`src/rtl/fcb_load_sequencer_if.sv`:
```
// Bus bundle between the load sequencer (master) and its memory read port and FCB register slave.
// Memory: req held until single-cycle ack. FCB: one-cycle cyc/stb strobes, read data combinational.
interface fcb_load_sequencer_if #(
    parameter int AW = 16
) ();
    logic          mem_req;
    logic [AW-1:0] mem_addr;
    logic          mem_ack;
    logic [31:0]   mem_rdata;
    logic          fcb_cyc;
    logic          fcb_stb;
    logic          fcb_we;
    logic [2:0]    fcb_adr;
    logic [31:0]   fcb_dat_o;
    logic [3:0]    fcb_sel;
    logic [31:0]   fcb_dat_i;

    modport master (
        output mem_req, mem_addr,
        input  mem_ack, mem_rdata,
        output fcb_cyc, fcb_stb, fcb_we, fcb_adr, fcb_dat_o, fcb_sel,
        input  fcb_dat_i
    );

    modport slave (
        input  mem_req, mem_addr,
        output mem_ack, mem_rdata,
        input  fcb_cyc, fcb_stb, fcb_we, fcb_adr, fcb_dat_o, fcb_sel,
        output fcb_dat_i
    );
endinterface

```
`src/rtl/fcb_load_sequencer.sv`:
```
// Streams a bitstream from word memory into the FCB registers, polling status between words.
// Latency: 3 config writes, then per word fetch + write + SETTLE_CYCLES + polls; every wait bounded by TIMEOUT_CYCLES.
// Backpressure: stalls in FETCH until mem_ack and in POLL until FCB status; FCB_SEQ_VERIFY_EN adds checksum readback.
module fcb_load_sequencer #(
    parameter int AW             = 16,
    parameter int SETTLE_CYCLES  = 2,
    parameter int TIMEOUT_CYCLES = 4096
) (
    input  logic          clk,
    input  logic          reset,
    input  logic          start,
    input  logic          abort,
    input  logic [AW-1:0] bs_base_addr,
    input  logic [31:0]   bs_len_bits,
    input  logic [31:0]   bs_checksum,
    output logic          busy,
    output logic          done,
    output logic          error,
    output logic [1:0]    err_code,
    output logic [15:0]   words_sent,
    fcb_load_sequencer_if.master bus
);

    localparam int TW = $clog2(TIMEOUT_CYCLES + 1);
    localparam logic [TW-1:0] TMO_LAST    = TW'(TIMEOUT_CYCLES - 1);
    localparam logic [TW-1:0] SETTLE_LAST = TW'(SETTLE_CYCLES - 1);

    localparam logic [3:0] S_IDLE    = 4'd0;
    localparam logic [3:0] S_CFG_LEN = 4'd1;
    localparam logic [3:0] S_CFG_CHK = 4'd2;
    localparam logic [3:0] S_CFG_CTL = 4'd3;
    localparam logic [3:0] S_FETCH   = 4'd4;
    localparam logic [3:0] S_WRITE   = 4'd5;
    localparam logic [3:0] S_SETTLE  = 4'd6;
    localparam logic [3:0] S_POLL    = 4'd7;
    localparam logic [3:0] S_FINISH  = 4'd8;
    localparam logic [3:0] S_ERR     = 4'd9;
    localparam logic [3:0] S_SHUT    = 4'd10;
`ifdef FCB_SEQ_VERIFY_EN
    localparam logic [3:0] S_VERIFY  = 4'd11;
    localparam logic [3:0] S_VSTART  = 4'd12;
    localparam logic [3:0] S_VPOLL   = 4'd13;
`endif

    logic [3:0]    r_state;
    logic [TW-1:0] r_tmo;
    logic [AW-1:0] r_base;
    logic [31:0]   r_len;
    logic [31:0]   r_chk;
    logic [31:0]   r_nw;
    logic [31:0]   r_data;
    logic [15:0]   r_words_sent;
    logic          r_error;
    logic [1:0]    r_err_code;

    logic [3:0]    w_nxt;
    logic          w_err_set;
    logic [1:0]    w_err_val;
    logic          w_tmo_hit;
    logic          w_more;
    logic          w_shutting;
    logic [31:0]   w_nw;
    logic          w_wr;
    logic          w_rd;
    logic [2:0]    w_adr;
    logic [31:0]   w_dat;
    logic          w_unused_status;

    assign w_tmo_hit  = (r_tmo == TMO_LAST);
    assign w_more     = ({16'd0, r_words_sent} < r_nw);
    assign w_nw       = 32'((33'(bs_len_bits) + 33'd31) >> 5);
    assign w_shutting = (r_state == S_FINISH) || (r_state == S_ERR) || (r_state == S_SHUT);
    assign w_unused_status = ^bus.fcb_dat_i[31:2];

    always_comb begin
        w_nxt     = r_state;
        w_err_set = 1'b0;
        w_err_val = 2'd0;
        case (r_state)
            S_IDLE:    if (start) w_nxt = S_CFG_LEN;
            S_CFG_LEN: w_nxt = S_CFG_CHK;
            S_CFG_CHK: w_nxt = S_CFG_CTL;
            S_CFG_CTL: w_nxt = S_FETCH;
            S_FETCH: begin
                if (bus.mem_ack) begin
                    w_nxt = S_WRITE;
                end else if (w_tmo_hit) begin
                    w_nxt     = S_ERR;
                    w_err_set = 1'b1;
                    w_err_val = 2'd1;
                end
            end
            S_WRITE:   w_nxt = S_SETTLE;
            S_SETTLE:  if (r_tmo == SETTLE_LAST) w_nxt = S_POLL;
            S_POLL: begin
                if (bus.fcb_dat_i[1]) begin
`ifdef FCB_SEQ_VERIFY_EN
                    w_nxt = S_VERIFY;
`else
                    w_nxt = S_FINISH;
`endif
                end else if (bus.fcb_dat_i[0] && w_more) begin
                    w_nxt = S_FETCH;
                end else if (w_tmo_hit) begin
                    w_nxt     = S_ERR;
                    w_err_set = 1'b1;
                    w_err_val = 2'd2;
                end
            end
`ifdef FCB_SEQ_VERIFY_EN
            S_VERIFY:  w_nxt = S_VSTART;
            S_VSTART:  w_nxt = S_VPOLL;
            S_VPOLL: begin
                if (bus.fcb_dat_i[2]) begin
                    w_nxt = S_FINISH;
                end else if (bus.fcb_dat_i[3]) begin
                    w_nxt     = S_ERR;
                    w_err_set = 1'b1;
                    w_err_val = 2'd3;
                end else if (w_tmo_hit) begin
                    w_nxt     = S_ERR;
                    w_err_set = 1'b1;
                    w_err_val = 2'd2;
                end
            end
`endif
            S_FINISH, S_ERR, S_SHUT: w_nxt = S_IDLE;
            default:   w_nxt = S_IDLE;
        endcase
        // Abort leaves error state untouched; states already writing control 0 just finish.
        if (abort && (r_state != S_IDLE) && !w_shutting) begin
            w_nxt     = S_SHUT;
            w_err_set = 1'b0;
        end
    end

    always_comb begin
        w_wr  = 1'b0;
        w_rd  = 1'b0;
        w_adr = 3'd0;
        w_dat = 32'd0;
        case (r_state)
            S_CFG_LEN: begin w_wr = 1'b1; w_adr = 3'd2; w_dat = r_len; end
            S_CFG_CHK: begin w_wr = 1'b1; w_adr = 3'd3; w_dat = r_chk; end
            S_CFG_CTL: begin w_wr = 1'b1; w_adr = 3'd0; w_dat = 32'd1; end
            S_WRITE:   begin w_wr = 1'b1; w_adr = 3'd1; w_dat = r_data; end
            S_POLL:    begin w_rd = 1'b1; w_adr = 3'd4; end
            S_FINISH, S_ERR, S_SHUT: begin w_wr = 1'b1; w_adr = 3'd0; end
`ifdef FCB_SEQ_VERIFY_EN
            S_VERIFY:  begin w_wr = 1'b1; w_adr = 3'd0; end
            S_VSTART:  begin w_wr = 1'b1; w_adr = 3'd0; w_dat = 32'd2; end
            S_VPOLL:   begin w_rd = 1'b1; w_adr = 3'd4; end
`endif
            default: ;
        endcase
    end

    assign bus.fcb_cyc   = w_wr | w_rd;
    assign bus.fcb_stb   = w_wr | w_rd;
    assign bus.fcb_we    = w_wr;
    assign bus.fcb_adr   = w_adr;
    assign bus.fcb_dat_o = w_dat;
    assign bus.fcb_sel   = {4{w_wr | w_rd}};
    assign bus.mem_req   = (r_state == S_FETCH);
    assign bus.mem_addr  = r_base + AW'(r_words_sent);

    assign busy       = (r_state != S_IDLE);
    assign done       = (r_state == S_FINISH);
    assign error      = r_error;
    assign err_code   = r_err_code;
    assign words_sent = r_words_sent;

    always_ff @(posedge clk or negedge reset) begin
        if (!reset) begin
            r_state      <= S_IDLE;
            r_tmo        <= '0;
            r_base       <= '0;
            r_len        <= '0;
            r_chk        <= '0;
            r_nw         <= '0;
            r_data       <= '0;
            r_words_sent <= '0;
            r_error      <= 1'b0;
            r_err_code   <= 2'd0;
        end else begin
            r_state <= w_nxt;
            // Counter restarts on every state entry; it times both SETTLE and the timeouts.
            r_tmo   <= ((w_nxt != r_state) || (r_state == S_IDLE)) ? '0 : r_tmo + 1'b1;
            if ((r_state == S_IDLE) && start) begin
                r_base       <= bs_base_addr;
                r_len        <= bs_len_bits;
                r_chk        <= bs_checksum;
                r_nw         <= w_nw;
                r_words_sent <= '0;
                r_error      <= 1'b0;
                r_err_code   <= 2'd0;
            end
            if ((r_state == S_FETCH) && bus.mem_ack)
                r_data <= bus.mem_rdata;
            if ((r_state == S_WRITE) && (r_words_sent != 16'hFFFF))
                r_words_sent <= r_words_sent + 16'd1;
            if (w_err_set)
                r_err_code <= w_err_val;
            if (r_state == S_ERR)
                r_error <= 1'b1;
        end
    end

endmodule

```
`src/flat_wrapper.sv`:
```
// flat-port wrapper written by rule: the top's interface ports become plain ports
module fcb_load_sequencer_flat 
#(
    parameter int AW             = 16,
    parameter int SETTLE_CYCLES  = 2,
    parameter int TIMEOUT_CYCLES = 4096
)
  (clk, reset, start, abort, bs_base_addr, bs_len_bits, bs_checksum, busy, done, error, err_code, words_sent, bus_mem_req, bus_mem_addr, bus_mem_ack, bus_mem_rdata, bus_fcb_cyc, bus_fcb_stb, bus_fcb_we, bus_fcb_adr, bus_fcb_dat_o, bus_fcb_sel, bus_fcb_dat_i);
  fcb_load_sequencer_if #(.AW(AW)) bus_i ();
  input  logic clk;
  input  logic reset;
  input  logic start;
  input  logic abort;
  input  logic [AW-1:0] bs_base_addr;
  input  logic [31:0] bs_len_bits;
  input  logic [31:0] bs_checksum;
  output logic busy;
  output logic done;
  output logic error;
  output logic [1:0] err_code;
  output logic [15:0] words_sent;
  output wire logic [$bits(bus_i.mem_req)-1:0] bus_mem_req;
  output wire logic [$bits(bus_i.mem_addr)-1:0] bus_mem_addr;
  input wire logic [$bits(bus_i.mem_ack)-1:0] bus_mem_ack;
  input wire logic [$bits(bus_i.mem_rdata)-1:0] bus_mem_rdata;
  output wire logic [$bits(bus_i.fcb_cyc)-1:0] bus_fcb_cyc;
  output wire logic [$bits(bus_i.fcb_stb)-1:0] bus_fcb_stb;
  output wire logic [$bits(bus_i.fcb_we)-1:0] bus_fcb_we;
  output wire logic [$bits(bus_i.fcb_adr)-1:0] bus_fcb_adr;
  output wire logic [$bits(bus_i.fcb_dat_o)-1:0] bus_fcb_dat_o;
  output wire logic [$bits(bus_i.fcb_sel)-1:0] bus_fcb_sel;
  input wire logic [$bits(bus_i.fcb_dat_i)-1:0] bus_fcb_dat_i;
  assign bus_mem_req = bus_i.mem_req;
  assign bus_mem_addr = bus_i.mem_addr;
  assign bus_i.mem_ack = bus_mem_ack;
  assign bus_i.mem_rdata = bus_mem_rdata;
  assign bus_fcb_cyc = bus_i.fcb_cyc;
  assign bus_fcb_stb = bus_i.fcb_stb;
  assign bus_fcb_we = bus_i.fcb_we;
  assign bus_fcb_adr = bus_i.fcb_adr;
  assign bus_fcb_dat_o = bus_i.fcb_dat_o;
  assign bus_fcb_sel = bus_i.fcb_sel;
  assign bus_i.fcb_dat_i = bus_fcb_dat_i;
  fcb_load_sequencer #(.AW(AW), .SETTLE_CYCLES(SETTLE_CYCLES), .TIMEOUT_CYCLES(TIMEOUT_CYCLES)) u_core (.clk(clk), .reset(reset), .start(start), .abort(abort), .bs_base_addr(bs_base_addr), .bs_len_bits(bs_len_bits), .bs_checksum(bs_checksum), .busy(busy), .done(done), .error(error), .err_code(err_code), .words_sent(words_sent), .bus(bus_i));
endmodule
```
`config.mk`:
```
export PLATFORM = sky130hd
export DESIGN_NAME = fcb_load_sequencer_flat
export DESIGN_NICKNAME = d
export VERILOG_FILES = /design/src/rtl/fcb_load_sequencer_if.sv /design/src/rtl/fcb_load_sequencer.sv /design/src/flat_wrapper.sv
export SDC_FILE = /design/constraint.sdc
export NUM_CORES = 1
export LEC_CHECK = 0
export BUFFER_PORTS_ARGS = -buffer_cell sky130_fd_sc_hd__buf_2
export CAP_MARGIN = 20
export CORE_MARGIN = 2
export CORE_UTILIZATION = 45
export CTS_BUF_LIST = sky130_fd_sc_hd__clkbuf_8
export DETAILED_ROUTE_END_ITERATION = 16
export GPL_TIMING_DRIVEN = 0
export PLACE_DENSITY = 0.69
export SLEW_MARGIN = 0
export SYNTH_ARGS = -nofsm -noshare
export SYNTH_HDL_FRONTEND = slang
export SYNTH_SLANG_ARGS = --single-unit
export TNS_END_PERCENT = 20
```
`constraint.sdc`:
```
create_clock -name clk -period 2.8 [get_ports clk]
set_input_delay 0.42 -clock clk [delete_from_list [all_inputs] [get_ports clk]]
set_output_delay 0.42 -clock clk [all_outputs]
set_load 0.02 [all_outputs]
```
==> results.md <==
- Largest family of logic cells by synthesized area: simple AND/OR/NAND/NOR gates
- Async SR Flop Fraction: 1.00
- Post-synthesis xor/xnor area fraction: 0.0474
- Worst Tran Pin Value: 842 ps
- Seq cells post-synth: 176
- Max cap viols: 0
- Syn nets: 1,217
- Port Buffers: 198
- Largest net degree at the start of global routing: 100
- Minimum clock period: 2930 ps
- Core area: 0.0204 mm²
- Synth Instances: 1,034
- First-pass GRT wire length: 43,400 µm
- CTS tree: built
- Mapped Area: 0.00942 mm²
- Cts bufs inserted: 17
- Origin of the critical flop-to-flop path: u_core.r_state[1]
- Starting DRC count in detailed routing: 637
- Lkg Pwr: 5.97 nW
- Critical path capture point type: output pin
- Routed via count: 8,345
- Reg clk slew, reported paths: 100 ps
- Setup violators final: 8
- EDFF count, synth: 0
- Starting density of the core: 0.463
- Max Root-Sink Buffers: 2
- Worst EP arrival: 2510 ps
- Area Growth Syn to Fin: 21.5%
- Worst path required time: 2380 ps
- RSZ-0062 raised after global routing: true
- Die Wd: 149 µm
- Rel. slew slack: 0.439
- Post-route ant nets: 0
- # IOs: 229
- # fillers: 1,879
- GR Util All Layers: 0.254
- Yosys cell types: 69
- Final Cycle Share: 1.05
- Internal power: 0.00578 W
- Peak Freq: 341 MHz
- DP Worst Slack: -274 ps
- NetSw: 0.00445 W
- Synth Area in Adders: 0.0470
- Post-synthesis simple-gate area fraction: 0.220
- PD cells: 893 mW/mm²
- Htree depth: 4
- Smallest setup slack after layout: -131 ps
- Post-route DRC: 0
- Compound-Gate Fraction of Synth Area: 0.129
- Crit Path Max Fanout: 2
- Yosys warns: 0
- Die area: 0.0221 mm²
- Failing checks: negative hold slack, negative setup slack
- Comb pwr share: 0.448
- Total gr overflow: 0
- Final wirelength: 27,400 µm
- Routed WL per cell: 17.7 µm
- Hold Crit Class: primary input to async pin
- Peak supply drop: 0.000490 V
- R2R setup slack: 180 ps
- RR Endpoint: u_core.r_len[30]
- Critical path type: register to output pin
- Type of origin of the critical path: register
- Clock latency at the later pin of the worst-skew pair: 480 ps
- Status: finished, violations left
- Post-DP HPWL: 20,100 µm
- Rows: 52
- Mux contribution to synthesized area: 0.0393
- Final nets: 1,445
- Slew Viols, Final: 0
- Seq/Total Area, Yosys: 0.468
- Routed vias/inst: 5.40
- Clock power frac: 0.155
- Footprint of the multi-input gates: 0.00473 mm²
- Syn_area_per_cell: 9.11 µm²
- Initial antenna violation count: 5
- Cts hold-fix bufs: 0
- Placer Congestion: 0.913
- Final Power: 0.0102 W
- Vias in the first global route: 8,197
- Layout cell share with drive strength beyond 1: 0.282
- Drt first pass iters: 7
- Synth Flop Type: dfrtp_1
- Clock root cell: clkbuf_8
- R2R depth: 6
- Final hold vios: 31
- Clk sink count: 176
- Sequential power share: 0.397
- Register area: 0.00442 mm²
- Sw frac: 0.435
- Die height: 149 µm
- Hold Worst Slack: -10.9 ps
- Skew final: 10.1 ps
## how the worst max path moves through the flow
stage          slack, ps  cells past startpoint                 start          endpoint
3_5_place_dp        -270                     11  u_core.words_sent[0]  bus_mem_addr[14]
2_1_floorplan          2                      9  u_core.words_sent[0]  bus_mem_addr[12]
5_1_grt             -320                     11      u_core.r_base[0]  bus_mem_addr[14]
6_report            -130                     10  u_core.words_sent[0]  bus_mem_addr[15]
4_1_cts             -240                     11      u_core.r_base[0]  bus_mem_addr[14]
3_3_place_gp       -1560                      1                 reset   u_core.r_tmo[9]
## critical path, stage by stage, from the launching register on
cell and delay, ps:
dfrtp_2 430, ha_4 170, buf_4 140, a211oi_4 210, nor2_2 100, o31ai_4 230
a31oi_2 160, nand4_1 150, a31oi_2 100, xnor2_1 170, buf_4 160
## routing by layer
metal  vias up  share of wire  track usage  wire, µm
met4         6          0.023       0.0743       632
met1      3979           0.44        0.341     11900
met2       311           0.47        0.410     12700
met5         -         0.0015            0        41
li1       3996              -            -         -
met3        53          0.074       0.0617      2030
## timing repair
item,4_1_cts,5_1_grt
setup endpoints to repair,42,47
endpoints found under the hold margin,0,0
resized for setup,53,24
pin swaps,20,15
setup buffers,8,4
## cells by family (layout without fill, tap and decap cells)
logic type                 Yosys count  after routing
xor gates and xnor gates            51             51
adders and majority gates           35             35
AOI/OAI and AO/OA                  170            170
DFF                                176            176
buffers and inverters              114            354
and+or+nand+nor                    455            455
other                                0              1
muxes                               33             33
## synthesized netlist by cell type (all sizes together) (3+ instances only)
| library cell | instances | share of area |
|---|---|---|
| or3 | 3 | 0.0020 |
| o2111ai | 4 | 0.0056 |
| a21boi | 4 | 0.0032 |
| nor4 | 7 | 0.0053 |
| nand2b | 7 | 0.0046 |
| clkbuf | 37 | 0.015 |
| inv | 64 | 0.026 |
| o21a | 3 | 0.0024 |
| and4 | 5 | 0.0048 |
| or2 | 5 | 0.0033 |
| buf | 13 | 0.010 |
| and3 | 17 | 0.011 |
| dfrtp | 176 | 0.47 |
| nor2b | 5 | 0.0036 |
| a222oi | 31 | 0.033 |
| ha | 33 | 0.044 |
| nand3 | 26 | 0.014 |
| o21ai | 63 | 0.033 |
| xor2 | 29 | 0.027 |
| nor2 | 31 | 0.013 |
| mux2 | 32 | 0.038 |
| nand2 | 309 | 0.12 |
| a211oi | 5 | 0.0040 |
| nor3 | 19 | 0.017 |
| a21o | 9 | 0.0072 |
| o31ai | 12 | 0.011 |
| a21oi | 17 | 0.0090 |
| nand4 | 8 | 0.0053 |
| and2 | 4 | 0.0032 |
| a31oi | 6 | 0.0056 |
| xnor2 | 22 | 0.020 |
## power by group through the flow
stage	Combinational [W]	Sequential (W)	Clock, W
CTS	0.00454	0.00404	0.00160
global route	0.00506	0.00415	0.00172
finish	0.00458	0.00406	0.00159
detailed placement	0.00443	0.00405	0
global placement	0.00433	0.00402	0
floorplan	0.00305	0.00388	0
## metrics by stage
| stage | setup TNS [ps] | utilization | instance area (µm²) | hold WS [ps] | cells |
|---|---|---|---|---|---|
| 2_1_floorplan | 0 | - | 9420 | 124 | 1034 |
| 4_1_cts | -1480 | 0.556 | 11300 | 14.1 | 1540 |
| 3_5_place_dp | -938 | 0.530 | 10800 | 462 | 1503 |
| 3_3_place_gp | -273270 | 0.528 | 10700 | 458 | 1502 |
| 6_report | -753 | 0.562 | 11400 | -10.9 | 1545 |
| 5_1_grt | -2660 | 0.562 | 11400 | 43.3 | 1545 |
## area by class of cell
cell class,instances,area share
sequential,176,0.386
multi-input combinational,744,0.413
inverter,64,0.0210
buffer,49,0.0222
clock buffer,17,0.0204
clock inverter,14,0.00842
antenna,1,0.000219
timing repair buffer,210,0.0991
tap,270,0.0295
## registers in the layout, indices dropped and copies added, names as in the netlist
| name | flops |
|---|---|
| u_core.words_sent | 16 |
| u_core.r_len | 32 |
| u_core.error | 1 |
| u_core.r_base | 16 |
| u_core.r_nw | 28 |
| u_core.r_chk | 32 |
| u_core.r_tmo | 13 |
| u_core.err_code | 2 |
| u_core.r_state | 4 |
| u_core.r_data | 32 |
## placed cells by master (no fill, tap or decap), types with 6 or more instances in the layout
cell type     n
clkbuf_8     17
buf_2       192
nor3_1        6
buf_4        27
inv_1        64
mux2_2       32
a222oi_1     31
nand4_1       8
clkbuf_1     26
nand2_1     309
nor2_1       26
a21o_1        9
o31ai_1      10
nand2b_1      7
a21oi_1      14
xor2_1       29
dfrtp_2       9
xnor2_1      22
ha_1         28
nand3_1      25
dfrtp_1     167
nor4_1        6
nor3_2       10
o21ai_0      56
clkinvlp_4    6
and3_1       17
No activity file was read; power rests on OpenSTA's default activity.
